<file path="config.mk">
export PLATFORM = sky130hd
export DESIGN_NAME = muldiv_unit
export DESIGN_NICKNAME = d
export VERILOG_FILES = /design/src/rtl/muldiv_unit.sv
export SDC_FILE = /design/constraint.sdc
export NUM_CORES = 1
export LEC_CHECK = 0
export ABC_AREA = 1
export BUFFER_PORTS_ARGS = -buffer_cell sky130_fd_sc_hd__buf_2
export CELL_PAD_IN_SITES_DETAIL_PLACEMENT = 0
export CELL_PAD_IN_SITES_GLOBAL_PLACEMENT = 2
export CORE_MARGIN = 4
export CORE_UTILIZATION = 30
export DETAILED_ROUTE_END_ITERATION = 7
export PLACE_DENSITY = 0.78
export SLEW_MARGIN = 20
export SYNTH_ARGS = -nofsm -noshare
export SYNTH_HDL_FRONTEND = slang
export SYNTH_SLANG_ARGS = --single-unit
</file>
<file path="constraint.sdc">
create_clock -name clk -period 4 [get_ports clk]
set_input_delay 0.4 -clock clk [delete_from_list [all_inputs] [get_ports clk]]
set_output_delay 0.4 -clock clk [all_outputs]
set_load 0.02 [all_outputs]
</file>
<file path="src/rtl/muldiv_unit.sv">
// Iterative RV32M multiply/divide unit.
// Multiplies by unsigned shift-add and divides by restoring division. Either way
// it runs one step per cycle on a 2*XLEN accumulator. Signed ops work on
// magnitudes, and the sign is applied when the result is formed.
// Divide-by-zero and signed overflow skip the iteration phase.
//
// Handshake: start is taken only while busy=0 (IDLE). busy stays high from the
// cycle after accept through the done cycle. done is a one-cycle strobe that
// qualifies MDout/Zero. MDout/Zero hold until the next op completes or reset.
module muldiv_unit #(
    parameter int XLEN = 32
) (
    input  logic            clk,
    input  logic            rst,
    input  logic            start,
    input  logic [2:0]      funct3,
    input  logic [XLEN-1:0] MDop1,
    input  logic [XLEN-1:0] MDop2,
    output logic            busy,
    output logic            done,
    output logic [XLEN-1:0] MDout,
    output logic            Zero,
    output logic [1:0]      dbg_state
);

    localparam int CW = $clog2(XLEN);
    localparam logic [XLEN-1:0] MIN_NEG = {1'b1, {(XLEN-1){1'b0}}};

    typedef enum logic [1:0] {IDLE, CALC, FIX, DONE} state_t;

    state_t              state;
    logic [CW-1:0]       cnt;
    logic [2:0]          op;
    logic [2*XLEN-1:0]   acc;
    logic [XLEN-1:0]     b_reg;
    logic                neg;
    logic                special;
    logic [XLEN-1:0]     spec_res;

    // accept-time decode
    logic            s1, s2, div0, ovf, neg_in;
    logic [XLEN-1:0] mag1, mag2, spec_in;

    // iteration step and final result
    logic [XLEN:0]     mul_sum, div_p, div_diff;
    logic              div_ge;
    logic [2*XLEN-1:0] mul_next, div_next, prod;
    logic [XLEN-1:0]   quo, rem, res;

    assign dbg_state = state;

    // Decode operand signs, magnitudes and the special-case result at accept
    always_comb begin
        s1      = 1'b0;
        s2      = 1'b0;
        div0    = 1'b0;
        ovf     = 1'b0;
        neg_in  = 1'b0;
        spec_in = '0;
        // MDop1 is signed for MULH, MULHSU, DIV and REM
        s1 = MDop1[XLEN-1] & ((funct3 == 3'b001) | (funct3 == 3'b010) |
                              (funct3 == 3'b100) | (funct3 == 3'b110));
        // MDop2 is signed for MULH, DIV and REM
        s2 = MDop2[XLEN-1] & ((funct3 == 3'b001) | (funct3 == 3'b100) |
                              (funct3 == 3'b110));
        mag1 = s1 ? -MDop1 : MDop1;
        mag2 = s2 ? -MDop2 : MDop2;
        div0 = funct3[2] & (MDop2 == '0);
        ovf  = ((funct3 == 3'b100) | (funct3 == 3'b110)) &
               (MDop1 == MIN_NEG) & (MDop2 == '1);
        // remainder follows the dividend's sign; everything else uses s1^s2
        neg_in = (funct3[2] & funct3[1]) ? s1 : (s1 ^ s2);
        if (funct3[1])
            spec_in = div0 ? MDop1 : '0;
        else
            spec_in = div0 ? '1 : MIN_NEG;
    end

    // One multiply step and one restoring-divide step on the accumulator
    always_comb begin
        mul_sum  = {1'b0, acc[2*XLEN-1:XLEN]} + (acc[0] ? {1'b0, b_reg} : '0);
        mul_next = {mul_sum, acc[XLEN-1:1]};
        div_p    = {acc[2*XLEN-1:XLEN], acc[XLEN-1]};
        div_diff = div_p - {1'b0, b_reg};
        div_ge   = (div_p >= {1'b0, b_reg});
        div_next = div_ge ? {div_diff[XLEN-1:0], acc[XLEN-2:0], 1'b1}
                          : {div_p[XLEN-1:0],    acc[XLEN-2:0], 1'b0};
    end

    // Apply the sign and pick the requested half or quotient/remainder
    always_comb begin
        prod = neg ? -acc : acc;
        quo  = neg ? -acc[XLEN-1:0] : acc[XLEN-1:0];
        rem  = neg ? -acc[2*XLEN-1:XLEN] : acc[2*XLEN-1:XLEN];
        res  = '0;
        if (special)
            res = spec_res;
        else begin
            case (op)
                3'b000:                 res = prod[XLEN-1:0];
                3'b001, 3'b010, 3'b011: res = prod[2*XLEN-1:XLEN];
                3'b100, 3'b101:         res = quo;
                default:                res = rem;
            endcase
        end
    end

    // Control FSM with registered busy/done/MDout/Zero
    always_ff @(posedge clk) begin
        if (rst) begin
            state    <= IDLE;
            cnt      <= '0;
            op       <= '0;
            acc      <= '0;
            b_reg    <= '0;
            neg      <= 1'b0;
            special  <= 1'b0;
            spec_res <= '0;
            busy     <= 1'b0;
            done     <= 1'b0;
            MDout    <= '0;
            Zero     <= 1'b1;
        end else begin
            done <= 1'b0;
            case (state)
                IDLE: begin
                    if (start) begin
                        op       <= funct3;
                        acc      <= {{XLEN{1'b0}}, mag1};
                        b_reg    <= mag2;
                        neg      <= neg_in;
                        special  <= div0 | ovf;
                        spec_res <= spec_in;
                        cnt      <= CW'(XLEN - 1);
                        busy     <= 1'b1;
                        state    <= (div0 | ovf) ? FIX : CALC;
                    end
                end
                CALC: begin
                    acc <= op[2] ? div_next : mul_next;
                    if (cnt == '0)
                        state <= FIX;
                    else
                        cnt <= cnt - 1'b1;
                end
                FIX: begin
                    MDout <= res;
                    Zero  <= (res == '0);
                    done  <= 1'b1;
                    state <= DONE;
                end
                DONE: begin
                    busy  <= 1'b0;
                    state <= IDLE;
                end
                default: begin
                    busy  <= 1'b0;
                    state <= IDLE;
                end
            endcase
        end
    end

endmodule

</file>
* Word level (Yosys, flattened, before mapping)
Cells that the tools add are included.
** Cells by class
- Equal/unequal tests :: 17
- Bitwise operators :: 14
- $add $sub $neg :: 8
- Muxes and demuxes :: 26
- Reductions and logical operators :: 14
- $lt $le $gt $ge :: 1
** Operators by type and width (number)
- $mux 32 :: 8
- $mux 64 :: 4
- $neg 32->32 :: 4
- $pmux 64 s2 :: 1
- $pmux 32 s3 :: 1
- $eq 32x32->1 const B :: 2
- $logic_not 32->1 :: 2
- $neg 64->64 :: 1
- $add 32x32->33 :: 1
- $ge 33x32->1 :: 1
- $sub 32x32->32 :: 1
- $mux 31 :: 1
- $eq 3x3->1 const B :: 4
- $mux 5 :: 2
- $pmux 5 s2 :: 1
- $eq 3x2->1 const B :: 3
- $pmux 2 s4 :: 1
- $reduce_and 2->1 :: 4
- $or 1x1->1 :: 7
- $and 1x1->1 :: 6
- $eq 3x1->1 const B :: 2
- $mux 2 :: 3
- $ne 2x2->1 const B :: 3
- $logic_not 5->1 :: 1
- 12 further kinds :: 16
** Storage, ports and cells
- Word-level logic and storage cells :: 92
- Flip-flop bits (word level) :: 175
- Output and inout port bits :: 37

* Logic depth before layout (Yosys ltp)
- Depth after elaboration :: 8
- Mapped depth :: 22
- Gate-level depth less buffers :: 20

* Least setup slack after synthesis
No wires, ideal clock.
- Path type :: reg2reg
- Start point :: register acc[0]
- End point :: register acc[61]
- Path buffers :: 2
- Slack :: 1.254 ns
- Arrival :: 2.614 ns
- Clock period less this slack :: 2.746 ns
- Setup time :: 0.132 ns
- Cell stages (with the launch flop) :: 20
- Path through :: dfxtp_1 buf_6 clkbuf_1 nand2_1 inv_1 ha_1 inv_1 fa_1 inv_1 nand2_1 a21oi_2 a21boi_0 o21ai_1 nand3_1 nand3_1 nand2_1 nand3_1 nand3_1 nand3_1 a21oi_1
** On the way
- Longest elaborated chain between the ends :: 4
** RTL lines
- start: declaration :: line 34 : logic [2*XLEN-1:0] acc;
- start signal: assignment :: line 129 : acc <= {{XLEN{1'b0}}, mag1};
- start signal: assignment :: line 140 : acc <= op[2] ? div_next : mul_next;
- $mux 32 :: line 81 : mul_sum = {1'b0, acc[2*XLEN-1:XLEN]} + (acc[0] ? {1'b0, b_reg} : '0);
- $add 32x32->33 :: line 81
- $mux 64 :: line 140
- $pmux 64 s2 :: line 125 : case (state)
Every way passes these cells.
A chain may end at the register's enable or synchronous reset.

* Worst setup path in the final report
- Start point :: register acc[31]
- End point :: register acc[57]
** On the way
- Longest elaborated chain between the ends :: 4
- Elaborated cells between the ends (all ways) :: 5
- Classes of those cells :: 1 x add/sub; 1 x order compare; 3 x mux
** RTL lines
- $sub 32x32->32 or $ge 33x32->1 (tied branches) :: line 84, 85
- $mux 64 (*) :: line 86 : div_next = div_ge ? {div_diff[XLEN-1:0], acc[XLEN-2:0], 1'b1}
- $mux 64 (*) :: line 140
- $pmux 64 s2 (*) :: line 125
Every way passes the cells marked *; elsewhere a longest branch is shown, timed or not.

==> results by group <==
Cells and area
  – Nets: 3193
  – Fillers: between 6000 and 7000
  – Share of layout cells above drive strength 1: 9.64%
  – Layout Cell Area excl Fill: 19100 µm²
  – Diodes inserted: 0
  – Largest register FFs: 64
  – Synthesis-to-finish area growth: 11.2%
  – Reg with most FFs: acc
  – Fin util: between 30% and 40%

Pwr
  – Sw Share: between 50 and 60%
  – Leak pwr: roughly 9.3 nW
  – P_sw: between 7 and 8 mW
  – Final Power: roughly 13 mW
  – Sequential share of power: between 20% and 30%
  – Cell Pwr Density: about 660 nW/µm²
  – Comb power frac: about 65%
  – Peak supply drop: roughly 0.00057 V
  – Internal: 5.32 mW
  – Clock power share: between 10 and 15%

Synthesis
  – Gate count after technology mapping: between 2000 and 3000
  – Synth top cells by count: 732 x nand2_1, 353 x nor2_1, 325 x inv_1
  – Post-synth EDFFs: 0
  – Post-synthesis register bit count: about 180
  – Synth async-reset ratio: 0%
  – Synth top area share: between 20 and 25%
  – Syn Std Cell Area: around 17000 µm²
  – Synth top area cells: dfxtp_1 20%, nand2_1 16%, a21oi_1 8.6%, nor2_1 7.7%, nand3_1 7.4%
  – Yosys warning count: 0
  – Area leader, netlist: dfxtp_1
  – Netlist cell types: 55
  – Sequential area share after synthesis: 20.4%
  – Top-count cell post-synth: nand2_1
  – Ys flop type: dfxtp_1
  – Post-synthesis net count: roughly 3100
  – Syn_area_per_cell: between 5 and 6 µm²

Clock tree
  – Resize count post-CTS: 0
  – Clock Root Buffer: clkbuf_16
  – Clock Sinks: about 180
  – Post CTS Setup Buffer Count: 0
  – Skew-Pair Late Insertion Delay: 0.49 ns
  – Clock tree buffer depth: 2
  – H-tree levels: 4
  – TritonCTS buffer count: 17
  – Post-CTS Hold Fix Bufs: 0
  – Clock slew at reported path FFs: about 0.070 ns
  – CTS tree: done

Floorplanning
  – IO Pins: between 100 and 150
  – Die width: 247 µm
  – Num rows: just under 90
  – CORE AREA: approximately 57000 µm²
  – Die height: roughly 250 µm
  – Initial Utilization: between 30% and 40%
  – DIE AREA: 61200 µm²

Critical path
  – Worst Path Max Fanout: 50
  – Crit path arrival time: 3.63 ns
  – Startpoint class of the critical path: flip-flop
  – Crit end category: flip-flop
  – Critical path required time: around 4.3 ns
  – CP Class: flip-flop to flip-flop

Routing
  – Drt first-iter violations: roughly 2300
  – Routed Antenna Nets: 0
  – DRC: 0
  – Post-Route WL: 84000 µm
  – Routed WL per cell: 22.0 µm
  – Detailed-route vias per instance: 5.40
  – Vias: 20600
  – DR pass1 iterations: 7

Timing
  – Final Skew: 0.0160 ns
  – Worst slew pin tran: 0.933 ns
  – Peak Freq: slightly above 300 MHz
  – Hold Violations, Final: 0
  – Fin Setup TNS: 0 ns
  – Setup-failing EPs final: 0
  – Unrepaired setup endpoints after global routing: no
  – Final worst-path cycle share: between 80% and 90%
  – Crit path time final: approximately 3.3 ns
  – Final Max Tran Viols: 0
  – Relative slew slack: approximately 38%

Run
  – Max Cap Viol: 0

Placed design
  – Total placed instance area: ~19000 µm²
  – DPL Wire Length: between 60000 and 70000 µm
  – IO Port Bufs: between 100 and 150
  – GP Congestion: roughly 0.99

Hold path
  – Type of the most critical hold path: input port to flip-flop

Outcome
  – Status: finished clean

Global route
  – Initial antenna violation count: 2
  – Largest net degree at the start of global routing: 86
  – First-pass GRT wire length: 124000 µm
  – Vias in the first global route: roughly 19000
  – Grt total ovfl: 0
  – Tot GR Track Use: around 27%
[path summary, 6_finish.rpt]
kind                                  start                   endpoint  slack, ns  depth (start not counted)
setup / recovery       acc[31]$_SDFFE_PP0P_       acc[57]$_SDFFE_PP0P_       0.70                         18
hold reg to reg   spec_res[19]$_SDFFE_PP0P_  spec_res[19]$_SDFFE_PP0P_       0.47                          2
hold / removal                    funct3[0]         op[0]$_SDFFE_PP0P_       0.21                          3
setup reg to reg       acc[31]$_SDFFE_PP0P_       acc[57]$_SDFFE_PP0P_       0.70                         18
[through the flow]
step	hold slack, ns	worst slack (ns)	instances
floorplan	0.441	1.25	2991
global placement	0.450	0.733	3783
detailed placement	0.457	0.758	3783
CTS	0.172	0.734	3815
global route	0.193	0.394	3815
finish	0.206	0.700	3815
[layout make-up]
| type | instances | area (µm²) | area share (%) |
|---|---|---|---|
| clock buffer | 19 | 433 | 2.26 |
| clock inverter | 13 | 151 | 0.791 |
| inverter | 339 | 1280 | 6.67 |
| multi-input combinational | 2351 | 11900 | 62.0 |
| sequential | 175 | 3510 | 18.3 |
| tap | 756 | 946 | 4.94 |
| timing repair buffer | 162 | 953 | 4.98 |
[kinds of logic (layout without fill, tap and decap cells)]
group,count (synthesis),after routing,synth area share [%]
AOI/OAI and AO/OA,718,718,23.1
xor gates and xnor gates,56,56,2.85
adders and majority gates,77,77,5.69
buffers and inverters,465,533,10.7
DFF,175,175,20.4
and+or+nand+nor,1500,1500,37.2
[placed cells by master (no fill, tap or decap), types with 47 or more instances in the layout]
cell / instances
a21oi_1: 296
nand3_1: 253
buf_2: 105
dfxtp_1: 173
o211ai_1: 53
nand2_1: 731
nor2_1: 352
inv_1: 324
o21ai_0: 243
xor2_1: 47
buf_4: 57
ha_1: 74
[per-layer routing]
layer | part of all wire [%] | wire length [µm] | track usage [%]
met5 | 0 | 0 | 0
met4 | 1.9 | 1640 | 6.37
met3 | 7.7 | 6480 | 4.32
met2 | 41 | 34200 | 38.2
met1 | 50 | 41700 | 41.9
[worst max-delay path: stages (launching register included)]
cell and delay [ns]:
dfxtp_1 0.56, inv_1 0.25, ha_1 0.26, inv_1 0.09, nand3_1 0.09, nand2_1 0.11
nand2_2 0.08, o21bai_4 0.19, nand2_2 0.07, nand2_2 0.10, nand2_1 0.07, nand3_2 0.09
nand2_2 0.07, nand2_4 0.46, inv_2 0.26, nand2_1 0.11, nand3_1 0.08, nand3_1 0.11
a21oi_1 0.07
[power groups by stage]
stage	Combinational (mW)	Clock [mW]	Sequential (mW)
global route	8.95	1.89	2.72
floorplan	5.24	0	2.61
CTS	7.99	1.82	2.65
global placement	8.00	0	2.68
detailed placement	7.95	0	2.69
finish	8.13	1.78	2.67
(Power assumes the default switching activity.)
